## config.mk

```make
export PLATFORM = sky130hd
export DESIGN_NAME = keypad_scanner
export DESIGN_NICKNAME = d
export VERILOG_FILES = /design/src/rtl/keypad_pkg.sv /design/src/rtl/key_fifo.sv /design/src/rtl/keypad_scanner.sv
export SDC_FILE = /design/constraint.sdc
export NUM_CORES = 1
export LEC_CHECK = 0
export ABC_AREA = 1
export BUFFER_PORTS_ARGS = -buffer_cell sky130_fd_sc_hd__buf_2
export CAP_MARGIN = 15
export CORE_ASPECT_RATIO = 0.75
export CORE_MARGIN = 10
export CORE_UTILIZATION = 60
export DETAILED_ROUTE_END_ITERATION = 16
export PLACE_DENSITY_LB_ADDON = 0.2
export RECOVER_POWER = 25
export SLEW_MARGIN = 20
export SYNTH_ARGS = -nofsm -noshare
export SYNTH_HDL_FRONTEND = slang
export SYNTH_SLANG_ARGS = --single-unit
```

## constraint.sdc

```tcl
create_clock -name clk -period 5.6 [get_ports clk]
set_clock_uncertainty 0.2 [all_clocks]
set_input_delay 1.68 -clock clk [delete_from_list [all_inputs] [get_ports clk]]
set_output_delay 1.68 -clock clk [all_outputs]
set_load 0.01 [all_outputs]
```

## src/rtl/keypad_pkg.sv

```systemverilog
// keypad_pkg: shared types, default parameters and key-index helper for the
// matrix keypad scanner.
package keypad_pkg;

  localparam int unsigned DEF_ROWS         = 4;
  localparam int unsigned DEF_COLS         = 4;
  localparam int unsigned DEF_SETTLE_CYC   = 2;
  localparam int unsigned DEF_DEBOUNCE_CYC = 10;
  localparam int unsigned DEF_FIFO_DEPTH   = 4;

  typedef enum logic [1:0] {
    SCAN  = 2'd0,
    PRESS = 2'd1,
    HELD  = 2'd2
  } scan_state_t;

  // Raw key index as seen by the downstream decoder.
  function automatic int unsigned key_index(input int unsigned row,
                                            input int unsigned col,
                                            input int unsigned cols);
    return row * cols + col;
  endfunction

endpackage

```

## src/rtl/key_fifo.sv

```systemverilog
// key_fifo: synchronous first-word-fall-through FIFO.
// Ports: clk, RST (sync, active-high), push/din write side, pop read side,
//        dout (registered head, holds last value when empty), full, empty, count.
module key_fifo #(
  parameter int unsigned WIDTH = 4,
  parameter int unsigned DEPTH = 4
) (
  input  logic                     clk,
  input  logic                     RST,
  input  logic                     push,
  input  logic [WIDTH-1:0]         din,
  input  logic                     pop,
  output logic [WIDTH-1:0]         dout,
  output logic                     full,
  output logic                     empty,
  output logic [$clog2(DEPTH):0]   count
);

  localparam int unsigned PTR_W = $clog2(DEPTH);
  localparam int unsigned CNT_W = PTR_W + 1;

  logic [WIDTH-1:0] mem [DEPTH];
  logic [PTR_W-1:0] rd_ptr;
  logic [PTR_W-1:0] wr_ptr;
  logic [PTR_W-1:0] rd_ptr_n_c;
  logic [CNT_W-1:0] count_n_c;
  logic             pop_ok_c;
  logic             push_ok_c;
  logic             head_from_din_c;

  // A full FIFO still accepts a push when a pop frees a slot on the same edge.
  always_comb begin
    pop_ok_c        = pop && !empty;
    push_ok_c       = push && (!full || pop_ok_c);
    rd_ptr_n_c      = pop_ok_c ? rd_ptr + PTR_W'(1) : rd_ptr;
    count_n_c       = count + CNT_W'(push_ok_c) - CNT_W'(pop_ok_c);
    // The pushed word becomes the head when nothing else remains.
    head_from_din_c = push_ok_c && (count == CNT_W'(pop_ok_c));
  end

  // Storage array.
  always_ff @(posedge clk) begin
    if (push_ok_c) mem[wr_ptr] <= din;
  end

  // Pointers, flags and registered head.
  always_ff @(posedge clk) begin
    if (RST) begin
      rd_ptr <= '0;
      wr_ptr <= '0;
      count  <= '0;
      full   <= 1'b0;
      empty  <= 1'b1;
      dout   <= '0;
    end else begin
      if (push_ok_c) wr_ptr <= wr_ptr + PTR_W'(1);
      rd_ptr <= rd_ptr_n_c;
      count  <= count_n_c;
      full   <= (count_n_c == CNT_W'(DEPTH));
      empty  <= (count_n_c == '0);
      if (count_n_c != '0) dout <= head_from_din_c ? din : mem[rd_ptr_n_c];
    end
  end

endmodule

```

## src/rtl/keypad_scanner.sv

```systemverilog
// keypad_scanner: scans an active-low ROWS x COLS matrix, debounces press and
// release, rejects chords and queues accepted key indices in a FWFT FIFO.
// Ports: clk, RST (sync, active-high), RowIn (rows, low = contact),
//        ColOut (one-cold column drive), KeyRdy/KeyRd pop handshake,
//        key_code (FIFO head), key_count (occupancy), overflow (sticky drop).
module keypad_scanner
  import keypad_pkg::*;
#(
  parameter int unsigned ROWS         = DEF_ROWS,
  parameter int unsigned COLS         = DEF_COLS,
  parameter int unsigned SETTLE_CYC   = DEF_SETTLE_CYC,
  parameter int unsigned DEBOUNCE_CYC = DEF_DEBOUNCE_CYC,
  parameter int unsigned FIFO_DEPTH   = DEF_FIFO_DEPTH
) (
  input  logic                          clk,
  input  logic                          RST,
  input  logic [ROWS-1:0]               RowIn,
  output logic [COLS-1:0]               ColOut,
  output logic                          KeyRdy,
  input  logic                          KeyRd,
  output logic [$clog2(ROWS*COLS)-1:0]  key_code,
  output logic [$clog2(FIFO_DEPTH):0]   key_count,
  output logic                          overflow
);

  localparam int unsigned CODE_W = $clog2(ROWS * COLS);
  localparam int unsigned COL_W  = $clog2(COLS);
  localparam int unsigned ROW_W  = (ROWS > 1) ? $clog2(ROWS) : 1;
  localparam int unsigned SET_W  = $clog2(SETTLE_CYC + 1);
  localparam int unsigned DEB_W  = 8;
  localparam int unsigned LCNT_W = $clog2(ROWS + 1);

  scan_state_t       state_q;
  logic [COL_W-1:0]  col_q;
  logic [SET_W-1:0]  settle_q;
  logic [DEB_W-1:0]  deb_q;
  logic [ROWS-1:0]   pattern_q;

  logic              all_high_c;
  logic [LCNT_W-1:0] low_cnt_c;
  logic [ROW_W-1:0]  low_row_c;
  logic              sample_c;
  logic [DEB_W-1:0]  deb_inc_c;
  logic              decide_c;
  logic              push_c;
  logic [CODE_W-1:0] key_c;
  logic [COL_W-1:0]  col_next_c;
  logic [COLS-1:0]   col_out_next_c;
  logic              fifo_full;
  logic              fifo_empty;

  // Row analysis, debounce decision and the key to push this edge.
  always_comb begin
    all_high_c = &RowIn;
    low_cnt_c  = '0;
    low_row_c  = '0;
    for (int r = 0; r < int'(ROWS); r++) begin
      if (!RowIn[r]) begin
        low_cnt_c = low_cnt_c + LCNT_W'(1);
        low_row_c = ROW_W'(r);
      end
    end
    sample_c   = (settle_q == SET_W'(SETTLE_CYC - 1));
    deb_inc_c  = deb_q + DEB_W'(1);
    // A one-cycle debounce window completes on the sample edge itself.
    decide_c   = ((state_q == SCAN) && sample_c && !all_high_c && (DEBOUNCE_CYC == 1)) ||
                 ((state_q == PRESS) && !all_high_c && (RowIn == pattern_q) &&
                  (deb_inc_c == DEB_W'(DEBOUNCE_CYC)));
    push_c     = decide_c && (low_cnt_c == LCNT_W'(1));
    key_c      = CODE_W'(key_index(32'(low_row_c), 32'(col_q), COLS));
    col_next_c = (col_q == COL_W'(COLS - 1)) ? '0 : col_q + COL_W'(1);
    col_out_next_c = {ColOut[COLS-2:0], ColOut[COLS-1]};
  end

  // Scan / debounce FSM with registered column drive and sticky overflow.
  always_ff @(posedge clk) begin
    if (RST) begin
      state_q   <= SCAN;
      col_q     <= '0;
      ColOut    <= ~COLS'(1);
      settle_q  <= '0;
      deb_q     <= '0;
      pattern_q <= '1;
      overflow  <= 1'b0;
    end else begin
      if (push_c && fifo_full && !KeyRd) overflow <= 1'b1;
      case (state_q)
        SCAN: begin
          if (!sample_c) begin
            settle_q <= settle_q + SET_W'(1);
          end else if (all_high_c) begin
            col_q    <= col_next_c;
            ColOut   <= col_out_next_c;
            settle_q <= '0;
          end else if (decide_c) begin
            state_q  <= HELD;
            deb_q    <= '0;
            settle_q <= '0;
          end else begin
            state_q   <= PRESS;
            pattern_q <= RowIn;
            deb_q     <= DEB_W'(1);
            settle_q  <= '0;
          end
        end
        PRESS: begin
          if (all_high_c) begin
            // Contact vanished before debounce completed: treat as glitch.
            state_q  <= SCAN;
            col_q    <= col_next_c;
            ColOut   <= col_out_next_c;
            settle_q <= '0;
            deb_q    <= '0;
          end else if (RowIn != pattern_q) begin
            pattern_q <= RowIn;
            deb_q     <= DEB_W'(1);
          end else if (decide_c) begin
            state_q <= HELD;
            deb_q   <= '0;
          end else begin
            deb_q <= deb_inc_c;
          end
        end
        HELD: begin
          if (!all_high_c) begin
            deb_q <= '0;
          end else if (deb_inc_c == DEB_W'(DEBOUNCE_CYC)) begin
            state_q  <= SCAN;
            col_q    <= col_next_c;
            ColOut   <= col_out_next_c;
            settle_q <= '0;
            deb_q    <= '0;
          end else begin
            deb_q <= deb_inc_c;
          end
        end
        default: state_q <= SCAN;
      endcase
    end
  end

  key_fifo #(
    .WIDTH (CODE_W),
    .DEPTH (FIFO_DEPTH)
  ) u_fifo (
    .clk   (clk),
    .RST   (RST),
    .push  (push_c),
    .din   (key_c),
    .pop   (KeyRd),
    .dout  (key_code),
    .full  (fifo_full),
    .empty (fifo_empty),
    .count (key_count)
  );

  assign KeyRdy = ~fifo_empty;

endmodule
```

## Yosys cells after proc, flatten, opt, wreduce, memory -nomap -nowiden

Memory sizes are Yosys's and may differ from the RTL's.
Index checks and enable logic that the tools add are counted.

- Output and inout bits: 13
- Word-level logic and storage cells: 120
- Bits in registers: 36
- Input port bits: 7
- Memories kept: 1
- RAM bits: 16

- Bitwise operators: 1
- Equal/unequal tests: 20
- Add/sub/neg operators: 11
- Reductions and logical operators: 25
- Mux-type cells: 49

Memory list:

| name | depth | width | rd ports | clocked after memory_dff | write ports | line | text |
|---|---|---|---|---|---|---|---|
| u_fifo.mem | 4 | 4 | 1 | 0 | 1 | key_fifo.sv:22 | `logic [WIDTH-1:0] mem [DEPTH];` |

Operator list:

| kind | count |
|---|---|
| two-way mux 8 bit | 7 |
| two-way mux 4 bit | 10 |
| two-way mux 2 bit | 18 |
| one-hot mux 8 bit (3 select lines) | 1 |
| one-hot mux 2 bit (3 select lines) | 3 |
| != test 2 bit, second input constant | 7 |
| one-hot mux 4 bit (3 select lines) | 1 |
| AND reduction 4 bit | 3 |
| AND reduction 6 bit | 2 |
| adder 3 x 1 -> 3 bit, second input constant | 3 |
| logical AND 1 bit | 9 |
| two-way mux 3 bit | 3 |
| adder 2 x 1 -> 2 bit, second input constant | 4 |
| adder 8 x 1 -> 8 bit, second input constant | 1 |
| equality test 8 x 4 -> 1 bit, second input constant | 1 |
| one-hot mux 4 bit (2 select lines) | 1 |
| != test 3 bit, second input constant | 2 |
| nonzero test 3 bit | 2 |
| two-way mux 1 bit | 5 |
| adder 4 x 2 -> 4 bit | 1 |
| equality test 2 x 1 -> 1 bit, second input constant | 2 |
| equality test 2 bit, second input constant | 2 |
| equality test 4 bit | 1 |
| logical NOT 1 bit | 4 |
| 13 further kinds | 13 |

## Logic depth before layout (Yosys ltp)

- Depth after elaboration: 13
- Gate-level depth with buffers: 23
- Depth with buffers taken out: 23

## Modules after synthesis

From an unflattened synthesis, not the netlist that was laid out.

- Cells, all modules: 381
- Area total of the unflattened synthesis: 2907.8 µm²

By module, submodules not included:

| module | seq. area each (µm²) | instances | area each (µm²) | cells an instance |
|---|---|---|---|---|
| keypad_scanner | 460.4 | 1 | 1463.9 | 216 |
| key_fifo | 740.7 | 1 | 1443.9 | 165 |

## Least setup slack after synthesis

OpenSTA, ideal clock, no wires.

- Path type: input-to-reg
- Start point: input RowIn[0]
- End point: register u_fifo.dout[0]
- Library setup time: 113 ps
- Stages: 22
- Buffers on the path: 0
- Arrival time: 4350 ps
- Required time: 5287 ps
- Setup slack: 937 ps
- Cells stage by stage: inv_1 -> ha_1 -> inv_1 -> nand2_1 -> nand2_1 -> inv_1 -> ha_1 -> nor3_1 -> o21ai_1 -> nor2_4 -> nand2_4 -> clkinv_4 -> ha_1 -> inv_1 -> fa_1 -> xnor2_1 -> xor2_1 -> nand3_1 -> nand2_1 -> inv_1 -> nand3_1 -> nand2_1

- Longest elaborated chain between the ends: 13
- Elaborated cells on any way between the ends: 21
- Those cells by class: 5 x add/sub; 2 x eq/ne; 5 x mux; 9 x reduce/logical

RTL lines:

| element | line | text |
|---|---|---|
| from (decl) | keypad_scanner.sv:17 | `input logic [ROWS-1:0] RowIn,` |
| two-way mux 1 bit | keypad_scanner.sv:58 | `if (!RowIn[r]) begin` |
| adder 3 x 1 -> 3 bit | keypad_scanner.sv:59 | `low_cnt_c = low_cnt_c + LCNT_W'(1);` |
| two-way mux 3 bit | keypad_scanner.sv:58 |  |
| adder 3 x 1 -> 3 bit | keypad_scanner.sv:59 |  |
| two-way mux 3 bit | keypad_scanner.sv:58 |  |
| adder 3 x 1 -> 3 bit | keypad_scanner.sv:59 |  |
| two-way mux 3 bit | keypad_scanner.sv:58 |  |
| equality test 3 x 1 -> 1 bit | keypad_scanner.sv:69 | `push_c = decide_c && (low_cnt_c == LCNT_W'(1));` |
| logical AND 1 bit * | keypad_scanner.sv:69 |  |
| logical AND 1 bit * | key_fifo.sv:34 | `push_ok_c = push && (!full \|\| pop_ok_c);` |
| net u_fifo.push_ok_c | key_fifo.sv:28 | `logic push_ok_c;` |
| adder 3 x 1 -> 3 bit | key_fifo.sv:36 | `count_n_c = count + CNT_W'(push_ok_c) - CNT_W'(pop_ok_c);` |
| subtractor 3 x 1 -> 3 bit | key_fifo.sv:36 |  |
| nonzero test 3 bit | key_fifo.sv:61 | `if (count_n_c != '0) dout <= head_from_din_c ? din : mem[rd_ptr_n_c];` |
| to (signal assigned) | key_fifo.sv:61 |  |
| to (decl) | key_fifo.sv:13 | `output logic [WIDTH-1:0] dout,` |

Mark *: on every way through the listed nets, which the timed path passes. The rest lies on a longest branch.
A chain may end at the register's enable or synchronous reset.

## Worst setup path after layout

- Start point: input RowIn[1]
- End point: register u_fifo.dout[2]

- Longest elaborated chain between the ends: 11
- Elaborated cells on any way between the ends: 23
- Those cells by class: 5 x add/sub; 2 x eq/ne; 7 x mux; 9 x reduce/logical

RTL lines:

| element | line |
|---|---|
| two-way mux 3 bit | keypad_scanner.sv:58 |
| adder 3 x 1 -> 3 bit | keypad_scanner.sv:59 |
| two-way mux 3 bit | keypad_scanner.sv:58 |
| adder 3 x 1 -> 3 bit | keypad_scanner.sv:59 |
| two-way mux 3 bit | keypad_scanner.sv:58 |
| equality test 3 x 1 -> 1 bit | keypad_scanner.sv:69 |
| logical AND 1 bit * | keypad_scanner.sv:69 |
| logical AND 1 bit * | key_fifo.sv:34 |
| net u_fifo.push_ok_c | key_fifo.sv:28 |
| adder 3 x 1 -> 3 bit | key_fifo.sv:36 |
| subtractor 3 x 1 -> 3 bit | key_fifo.sv:36 |
| nonzero test 3 bit | key_fifo.sv:61 |

Marks and branches as above.

==> results.md <==
- Tot GR Track Use: 0.1581
- Total wire length: roughly 6000 um
- Overall Power: roughly 1.1 mW
- I/O Buffers: 19
- Largest family of logic cells by synthesized area: simple AND/OR/NAND/NOR gates
- RSZ-0062 raised after global routing: no
- Post-cts sizing count: 0
- Initial antenna violation count: 0
- Register area: between 1000 and 1500 um2
- Crit path kind: in2reg
- Syn_area_per_cell: about 7.7 um2
- Achievable Freq: 0.2097 GHz
- Critical-path top delay cell: fa_1
- Total CTS buffers: 5
- Setup bufs post-CTS: 0
- Area taken by multi-input logic gates: 1306 um2
- Xor/xnor share of the synthesized area: 0.01274
- Delay of the slowest critical-path stage: 0.37 ns
- Max Root-Sink Buffers: 2
- GPL Wtd Cong: between 0.8 and 0.9
- Routed WL per cell: ~14 um
- Hold Path Class: reg2reg
- Post-synth EDFFs: 16
- Post-Synth Simple-Gate Area: 0.2831
- Status: completed
- Reg power frac: 0.434
- Die W: 98.16 um
- Share of power burned in the clock network: 0.236
- Drt initial violations: between 100 and 150
- Drt pass-1 iters: 4
- Post-layout util: 0.6777
- Synth Area in Compound Gates: 0.09923
- Ant diodes: 0
- Minimum clock period: 4.768 ns
- # clock sinks: 52
- CTS root buffer: clkbuf_8
- Post-synth ARST share: 0
- Slew HR: 0.5671
- Fin Setup TNS: 0 ns
- Netlist cell types: 32
- Maximum fanout along the worst path: 7
- Synthesized area: 2749 um2
- WP data required: approximately 5.6 ns
- Cell mode on critical path: inv_1
- Switch share: 0.3746
- Mux contribution to synthesized area: 0
- Largest net degree at the start of global routing: 17
- Dpl hpwl: roughly 4600 um
- Finish-stage setup viols: 0
- Die area: between 7000 and 8000 um2
- CTS tree: yes
- CTS Hold Buffers Added: 0
- Fin. Hold Viols: 0
- Int Pwr: approximately 700 uW
- Synthesis-to-finish area growth: 9.468%
- Final net count: between 400 and 500
- Leak: around 1.4 nW
- Worst-margin pin slew: 0.6444 ns
- Post-route ant nets: 0
- Fin crit share: 0.8514
- Die Ht: 78.62 um
- Post-synthesis adder-cell area fraction: 0.08011
- Via count of the routed design: around 2300
- Core ar.: roughly 4400 um2
- First-pass GRT wire length: 10030 um
- Yosys warning count: 0
- Crit end category: register
- Post-synthesis sequential area ratio: 0.4370
- Filler cell count: 406
- Vias in the first global route: approximately 2100
- Layout cells sized above 1: 0.1082
- Comb pwr share: 0.330
- Yosys top cell by area: dfxtp_1
- Post-Place Cells: about 430
- Final non-filler cell total: roughly 440
- I/O pin total: 20
- Main area contributors after synthesis: dfxtp_1, edfxtp_1, nand2_1
- Dominant synthesized flop cell: dfxtp_1
- DRC violations left: 0
- Switching pwr: approximately 410 uW
- Via-per-instance ratio: ~5.3
- Synthesized instance count: around 360
- Final Max Slew Viols: 0
- Yosys top cell area share: 0.2622
- H-tree depth: 2
- Startpoint Class: primary input
- Post-Syn Nets: 379
- Max Cap Viol: 0
- Cell Pwr Density: about 370 nW/um2
- CTS clk-pin slew, worst paths: about 0.090 ns
- WP data arrival: between 4 and 5 ns
- # rows: 21
- Flops & latches, synth: 52
- Clk_lat worst skew: a little over 0.3 ns
- Starting Density: 0.6190
- Congestion Overflow GR: 0
- CP cell instances: buf_2 -> inv_1 -> ha_1 -> inv_1 -> nand2_1 -> nand2_1 -> inv_1 -> ha_1 -> nor3_1 -> o21ai_1 -> nor2_4 -> nand2_4 -> clkinv_4 -> ha_1 -> inv_1 -> fa_1 -> xnor2_1 -> xor2_1 -> nand3_1 -> nand2_1 -> inv_1 -> nand3_1 -> nand2_1
- Peak supply drop: roughly 0.22 mV
## cells by family after synthesis
family | Yosys count
AND/OR/NAND/NOR | 170
buffers and inverters | 63
flip-flops | 52
AO/OA/AOI/OAI | 49
adder cells (fa/ha/maj) | 17
XOR/XNOR | 4
## final timing paths
path                     from              to  slack (ns)  cells after the start
hold reg to reg   settle_q[1]     settle_q[1]        0.24                      2
hold / removal    settle_q[1]     settle_q[1]        0.24                      2
setup reg to reg     deb_q[0]  u_fifo.dout[2]        2.16                     19
setup / recovery     RowIn[1]  u_fifo.dout[2]        0.83                     23
## per-layer routing
metal,part of all wire,up-vias,wire [um],track usage
li1,-,1189,-,-
met5,0,-,0,0
met3,0.067,10,396,0.04024
met4,0.016,0,93,0.05714
met1,0.51,1029,3001,0.2256
met2,0.41,67,2416,0.2243
## cell type report
type,count,share of cell area
multi-input combinational,240,0.4341
sequential,52,0.3992
inverter,60,0.07651
timing repair buffer,19,0.02952
tap,57,0.02370
clock buffer,5,0.02287
clock inverter,3,0.01414
## cells in the mapped netlist (all sizes together) (3+ instances only)
master and instances:
a21oi 17, nand4 9, nand3 23, ha 16, o21ai 20, xnor2 3
dfxtp 36, edfxtp 16, clkbuf 3, nor3 4, inv 59, o22ai 3
nor2 44, o211ai 5, nand2 89
## worst max-delay path: cells and delay by family
family / cells / cell delay (ns)
compound gates: 1 / 0.13
buf+inv: 7 / 0.54
simple gates: 9 / 1.02
xor+xnor: 2 / 0.38
fa+ha+maj: 4 / 1.05
## through the flow
stage               area [um2]  hold slack, ns  worst slack (ns)
finish                    3009          0.2365            0.8323
global route              3009          0.2654            0.5299
CTS                       3015          0.2356            0.8636
detailed placement        2904          0.2198            0.5315
global placement          2904          0.2141            0.6408
floorplan                 2749          0.2051            0.9369
## cells in the final DEF, fill, tap and decap left out, types with 5 or more instances in the layout
cell      count
o211ai_1      5
clkbuf_1      5
dfxtp_1      36
inv_1        55
clkbuf_8      5
o21ai_1       8
edfxtp_1     16
buf_2        14
o21ai_0      12
nor2_1       38
nand3_1      22
nand4_1       7
a21oi_1      17
nand2_2       5
ha_1         16
nand2_1      83
## sequential cells by signal, summed over array words and instances, names as in the netlist, 3 cells and up
register / count
pattern_q: 4
u_fifo.dout: 4
u_fifo.count: 3
deb_q: 8
ColOut: 4
u_fifo.mem: 16
## power groups by stage
stage	Sequential, mW	Combinational, mW	Clock [mW]
2_1_floorplan	0.486	0.264	0
5_1_grt	0.488	0.420	0.281
4_1_cts	0.480	0.366	0.264
3_5_place_dp	0.489	0.363	0
3_3_place_gp	0.487	0.352	0
6_report	0.480	0.366	0.261
Power figures use the tool's default switching activity.
